## src/rtl/ddsm_fcw_ramp_ctrl.sv

```systemverilog
// FCW ramp sequencer for the MASH 1-1-1 DDSM input: steps x_o toward a commanded target, then settles and reports lock.
// Optional macro DDSM_CTRL_RETARGET_EN: accept new commands while busy (retarget mid-ramp/settle).
module ddsm_fcw_ramp_ctrl #(
    parameter int WIDTH      = 9,
    parameter int DWELL_W    = 8,
    parameter int SETTLE_CYC = 4
) (
    input  logic               clk,
    input  logic               rst_n,
    input  logic               cmd_valid_i,
    output logic               cmd_ready_o,
    input  logic [WIDTH-1:0]   cmd_target_i,
    input  logic [WIDTH-1:0]   cmd_step_i,
    input  logic [DWELL_W-1:0] cmd_dwell_i,
    output logic [WIDTH-1:0]   x_o,
    output logic               busy_o,
    output logic               done_o,
    output logic               locked_o
);

    localparam int SET_W = (SETTLE_CYC > 1) ? $clog2(SETTLE_CYC) : 1;
    localparam logic [SET_W-1:0] SETTLE_LOAD = SET_W'(SETTLE_CYC - 1);

    typedef enum logic [1:0] {
        ST_IDLE   = 2'd0,
        ST_RAMP   = 2'd1,
        ST_SETTLE = 2'd2
    } state_e;

    state_e             state_q, state_d;
    logic [WIDTH-1:0]   x_q, x_d;
    logic [WIDTH-1:0]   target_q, target_d;
    logic [WIDTH-1:0]   step_q, step_d;
    logic [DWELL_W-1:0] dwell_q, dwell_d;
    logic [DWELL_W-1:0] dwell_cnt_q, dwell_cnt_d;
    logic [SET_W-1:0]   settle_cnt_q, settle_cnt_d;
    logic               done_q, done_d;
    logic               locked_q, locked_d;

    logic               accept;
    logic               going_up;
    logic [WIDTH:0]     diff;
    logic               last_step;

`ifdef DDSM_CTRL_RETARGET_EN
    assign cmd_ready_o = 1'b1;
`else
    assign cmd_ready_o = (state_q == ST_IDLE);
`endif

    assign accept = cmd_valid_i && cmd_ready_o;

    // Distance to target is taken one bit wider so the step comparison can never wrap.
    assign going_up  = (target_q > x_q);
    assign diff      = going_up ? ({1'b0, target_q} - {1'b0, x_q})
                                : ({1'b0, x_q} - {1'b0, target_q});
    assign last_step = (step_q == '0) || (diff <= {1'b0, step_q});

    always_comb begin
        state_d      = state_q;
        x_d          = x_q;
        target_d     = target_q;
        step_d       = step_q;
        dwell_d      = dwell_q;
        dwell_cnt_d  = dwell_cnt_q;
        settle_cnt_d = settle_cnt_q;
        done_d       = 1'b0;
        locked_d     = locked_q;

        case (state_q)
            ST_RAMP: begin
                if (dwell_cnt_q != '0) begin
                    dwell_cnt_d = dwell_cnt_q - 1'b1;
                end else if (last_step) begin
                    x_d          = target_q;
                    state_d      = ST_SETTLE;
                    settle_cnt_d = SETTLE_LOAD;
                end else begin
                    x_d         = going_up ? (x_q + step_q) : (x_q - step_q);
                    dwell_cnt_d = dwell_q;
                end
            end
            ST_SETTLE: begin
                if (settle_cnt_q != '0) begin
                    settle_cnt_d = settle_cnt_q - 1'b1;
                end else begin
                    state_d  = ST_IDLE;
                    done_d   = 1'b1;
                    locked_d = 1'b1;
                end
            end
            default: begin
                state_d = ST_IDLE;
            end
        endcase

        // An accepted command overrides any in-flight progress; x_o is held on the accepting edge.
        if (accept) begin
            target_d = cmd_target_i;
            step_d   = cmd_step_i;
            dwell_d  = cmd_dwell_i;
            x_d      = x_q;
            done_d   = 1'b0;
            locked_d = 1'b0;
            if (cmd_target_i == x_q) begin
                state_d      = ST_SETTLE;
                settle_cnt_d = SETTLE_LOAD;
            end else begin
                state_d     = ST_RAMP;
                dwell_cnt_d = cmd_dwell_i;
            end
        end
    end

    always_ff @(posedge clk or negedge rst_n) begin
        if (!rst_n) begin
            state_q      <= ST_IDLE;
            x_q          <= '0;
            target_q     <= '0;
            step_q       <= '0;
            dwell_q      <= '0;
            dwell_cnt_q  <= '0;
            settle_cnt_q <= '0;
            done_q       <= 1'b0;
            locked_q     <= 1'b0;
        end else begin
            state_q      <= state_d;
            x_q          <= x_d;
            target_q     <= target_d;
            step_q       <= step_d;
            dwell_q      <= dwell_d;
            dwell_cnt_q  <= dwell_cnt_d;
            settle_cnt_q <= settle_cnt_d;
            done_q       <= done_d;
            locked_q     <= locked_d;
        end
    end

    assign x_o      = x_q;
    assign busy_o   = (state_q != ST_IDLE);
    assign done_o   = done_q;
    assign locked_o = locked_q;

endmodule
```

## config.mk

```make
export PLATFORM = sky130hd
export DESIGN_NAME = ddsm_fcw_ramp_ctrl
export DESIGN_NICKNAME = d
export VERILOG_FILES = /design/src/rtl/ddsm_fcw_ramp_ctrl.sv
export SDC_FILE = /design/constraint.sdc
export NUM_CORES = 1
export LEC_CHECK = 0
export CELL_PAD_IN_SITES_DETAIL_PLACEMENT = 1
export CELL_PAD_IN_SITES_GLOBAL_PLACEMENT = 2
export CORE_AREA = 2 2 99 124
export CTS_CLUSTER_SIZE = 10
export DETAILED_ROUTE_END_ITERATION = 8
export DIE_AREA = 0 0 101 126
export PLACE_DENSITY_LB_ADDON = 0.15
export SYNTH_ARGS = -nofsm -noshare
export SYNTH_HDL_FRONTEND = slang
export SYNTH_SLANG_ARGS = --single-unit
```

## constraint.sdc

```tcl
create_clock -name clk -period 5.95 [get_ports clk]
set_input_delay 1.19 -clock clk [delete_from_list [all_inputs] [get_ports clk]]
set_output_delay 1.19 -clock clk [all_outputs]
set_load 0.03 [all_outputs]
```

==> qor.json, run 1 <==
{
  "largest_family_of_logic_cells_by_synthesized_area": {"value": "compound AO/OA/AOI/OAI gates"},
  "slowest_stage": {"value": "o211ai_4"},
  "drv.max_cap_violation_count": {"value": 0},
  "crit_path_start": {"value": "x_o[7]"},
  "detailedRoute.firstIterationViolations": {"value": 96},
  "run_status": {"value": "finished, final reports clean"},
  "detail_route.first_pass.iterations": {"value": 6},
  "placement.io_buffers": {"value": 41},
  "num_antenna_cells": {"value": 0},
  "clock_insertion_delay_worst_skew": {"value": 0.30, "unit": "ns"},
  "synth_flop_cell": {"value": "dfrtp_1"},
  "synthTopCellsByCount": {"value": "49 x dfrtp_1, 49 x nand2_1, 43 x inv_1"},
  "gp_routability_congestion": {"value": 0.805},
  "critPathLaunchType": {"value": "flip-flop"},
  "numPlacedInstances": {"value": 628},
  "clock_root_buffer": {"value": "clkbuf_16"},
  "clock_tree_from_tritoncts": {"value": "yes"},
  "count_of_flip_flops_with_a_built_in_enable_after_synthesis": {"value": 0},
  "floorplan.die_area": {"value": 12700, "unit": "sq um"},
  "cts_setup_buffers": {"value": 0},
  "postSynthNetCount": {"value": 540},
  "finalWorstSetupSlack": {"value": 0.845, "unit": "ns"},
  "grt_start_max_net_pins": {"value": 50},
  "row_count": {"value": 44},
  "timing.critical_path.fanout_max": {"value": 24},
  "synthesis.area": {"value": 4070, "unit": "sq um"},
  "routedWlPerCell": {"value": 18.2, "unit": "um"},
  "antenna_violating_nets_post_route": {"value": 0},
  "postCtsResizedCells": {"value": 0},
  "critical_path_class": {"value": "reg -> reg"},
  "num_vias": {"value": 3443},
  "syn_avg_cell_area": {"value": 8.73, "unit": "sq um"},
  "cts-root-to-sink-buffers": {"value": 2},
  "worstHoldStart": {"value": "locked_o"},
  "num-nets-final": {"value": 571},
  "cts-buffers-inserted": {"value": 5},
  "compound_cell_area_share_of_the_yosys_netlist": {"value": 21.1, "unit": "%"},
  "drt_wl_total": {"value": 11600, "unit": "um"},
  "stdcell_count": {"value": 636},
  "first_global_vias": {"value": 3659},
  "timing_worst_slew_pin_value": {"value": 0.898, "unit": "ns"},
  "max_freq": {"value": 196, "unit": "MHz"},
  "total_leakage_power": {"value": 2.07, "unit": "nW"},
  "floorplan.initialDensity": {"value": 35.2, "unit": "%"},
  "ys_top_cells_by_area": {"value": "dfrtp_1 30%, ha_1 13%, nand2_1 4.5%"},
  "irDropWorstVdd": {"value": 0.000107, "unit": "V"},
  "ctsHoldBuffers": {"value": 0},
  "io-pin-count": {"value": 42},
  "crit_path_max_incr_delay": {"value": 0.63, "unit": "ns"},
  "synth-adder-area-share": {"value": 14.4, "unit": "%"},
  "detailedPlace.worstSlack": {"value": 0.972, "unit": "ns"},
  "drc": {"value": 0},
  "grt_remaining_overflow": {"value": 0},
  "ffs_w_async_s_r_synth": {"value": 100, "unit": "%"},
  "timing.final.hold_violations": {"value": 0},
  "worst_setup_path_end_kind": {"value": "flip-flop"},
  "synth_xor_area_share": {"value": 6.46, "unit": "%"},
  "report.final.setup_viol": {"value": 0},
  "layout_worst_path_cycle_share": {"value": 85.8, "unit": "%"},
  "grt_pass1_wl": {"value": 18900, "unit": "um"},
  "post_detailed_placement_half_perimeter_wirelength": {"value": 8970, "unit": "um"},
  "worst_clock_skew": {"value": 0.00929, "unit": "ns"},
  "worstPathCellList": {"value": "inv_1, ha_1, o21ai_0, a21oi_2, o211ai_4, mux2i_1, o211ai_1, a31oi_1, xnor2_1, ha_1, nand4_1, o21ai_0, a221oi_1, nor3_2, o31ai_2, buf_4, a21boi_0, o311ai_1"},
  "die_w": {"value": 101, "unit": "um"},
  "path_clk_slew": {"value": 0.07, "unit": "ns"},
  "hold_path_class": {"value": "reg -> reg"},
  "synth_sequential_area_ratio": {"value": 30.1, "unit": "%"},
  "yosys_register_bits": {"value": 49},
  "cp_data_arrival_time": {"value": 5.29, "unit": "ns"},
  "cp_data_required_time": {"value": 6.13, "unit": "ns"},
  "layout-area-overhead-vs-synth": {"value": 16.9, "unit": "%"},
  "largest_area_contributor_in_the_netlist": {"value": "dfrtp_1"},
  "synth.yosys.warnings": {"value": 0},
  "synthesis.instances": {"value": 466},
  "gr-usage-all-layers": {"value": 19.0, "unit": "%"},
  "synth_cell_type_count": {"value": 60},
  "placeable_core_area": {"value": 11600, "unit": "sq um"},
  "fin_setup_tns": {"value": 0, "unit": "ns"},
  "p_per_area": {"value": 156, "unit": "nW/um^2"},
  "yosysTopAreaCellShare": {"value": 30.1, "unit": "%"},
  "finalMaxSlewViolations": {"value": 0},
  "fillers": {"value": 1386},
  "tritoncts_num_sinks": {"value": 49},
  "final.min_clock_period": {"value": 5.11, "unit": "ns"},
  "h-tree-depth": {"value": 2},
  "post_synth_mux_area_share": {"value": 5.20, "unit": "%"},
  "grt_setup_unrepaired": {"value": "no"},
  "grt_antenna_before_repair": {"value": 0},
  "final_layout_size_suffix_gt1_share": {"value": 8.23, "unit": "%"},
  "chipHeight": {"value": 126, "unit": "um"},
  "p_total": {"value": 0.742, "unit": "mW"},
  "routed_via_density": {"value": 5.41},
  "yosys.area_share.simple": {"value": 16.1, "unit": "%"},
  "relSlewSlack": {"value": 40.1, "unit": "%"},
  "crit-reg2reg-launch": {"value": "x_o[7]"}
}
## state kept, by name (all words and copies together), names as in the netlist
| register | count |
|---|---|
| done_o | 1 |
| dwell_cnt_q | 8 |
| dwell_q | 8 |
| locked_o | 1 |
| settle_cnt_q | 2 |
| state_q | 2 |
| step_q | 9 |
| target_q | 9 |
| x_o | 9 |
## kinds of logic after synthesis
| kind of cell | after synthesis |
|---|---|
| AND/OR/NAND/NOR | 133 |
| adder cells (fa/ha/maj) | 45 |
| flip-flops | 49 |
| AO/OA/AOI/OAI | 125 |
| buffers and inverters | 64 |
| XOR/XNOR | 30 |
| multiplexers | 20 |
## per-stage QoR
step | hold slack, ns | area (sq um) | utilization (%)
2_1_floorplan | 0.464 | 4070 | -
3_3_place_gp | 0.462 | 4570 | 39.5
3_5_place_dp | 0.469 | 4570 | 39.5
4_1_cts | 0.489 | 4760 | 41.1
5_1_grt | 0.504 | 4760 | 41.1
6_report | 0.482 | 4760 | 41.1
## cell usage in the layout (no fill, tap or decap), drive strengths merged, types with 4 or more instances in the layout
cell,netlist,final
nand3,8,8
o31a,5,5
nor2b,4,4
nor3,11,11
xor2,12,12
xnor2,18,18
mux2i,11,11
mux2,9,9
o211ai,6,6
a21oi,22,22
nand2,49,49
and3,5,5
inv,43,43
clkdlybuf4s50,0,40
a211oi,8,8
ha,42,42
a31oi,11,11
clkbuf,9,5
o21ai,43,43
a21o,13,13
dfrtp,49,49
and4,5,5
nor2,29,29
buf,12,5
## worst max-delay path, delay by kind of cell (launching register included)
family                   cells  cell delay (ns)
AO/OA/AOI/OAI               10             2.77
adder cells (fa/ha/maj)      2             0.71
flip-flops                   1             0.46
buffers and inverters        2             0.37
multiplexers                 1             0.28
AND/OR/NAND/NOR              2             0.24
XOR/XNOR                     1             0.15
## routing by layer
metal	global-route usage, %	routed length (um)
met1	22.4	4840
met2	34.0	6050
met3	2.94	301
met4	7.31	357
met5	0	0
## worst paths after layout
check	endpoint	slack (ns)	depth (start not counted)
min reg2reg	locked_o	0.48	1
max reg2reg	dwell_cnt_q[0]	0.84	18
max	dwell_cnt_q[0]	0.84	18
min	locked_o	0.48	1
max in group asynchronous	step_q[6]	4.50	2
min in group asynchronous	locked_o	1.00	2
## layout make-up
type	instances	area (sq um)	share of cell area, %
clock inverters	3	65.1	1.37
well taps	138	173	3.63
inverters	43	161	3.39
flip-flops and latches	49	1230	25.8
multi-input cells	353	2570	54.1
repair buffers	45	435	9.15
clock buffers	5	125	2.63
## power breakdown
part           leakage (nW)  switching, mW  internal (mW)
sequential            0.524              0          0.333
clock                0.0938          0.138          0.241
combinational          1.45         0.0132         0.0179
No activity file was read; power rests on OpenSTA's default activity.
==> run 2, diff against run 1 <==
- CTS_BUF_LIST: unset -> sky130_fd_sc_hd__clkbuf_16
==> results of run 2 <==
No change in the layout: final DEF, timing and power equal those of run 1.
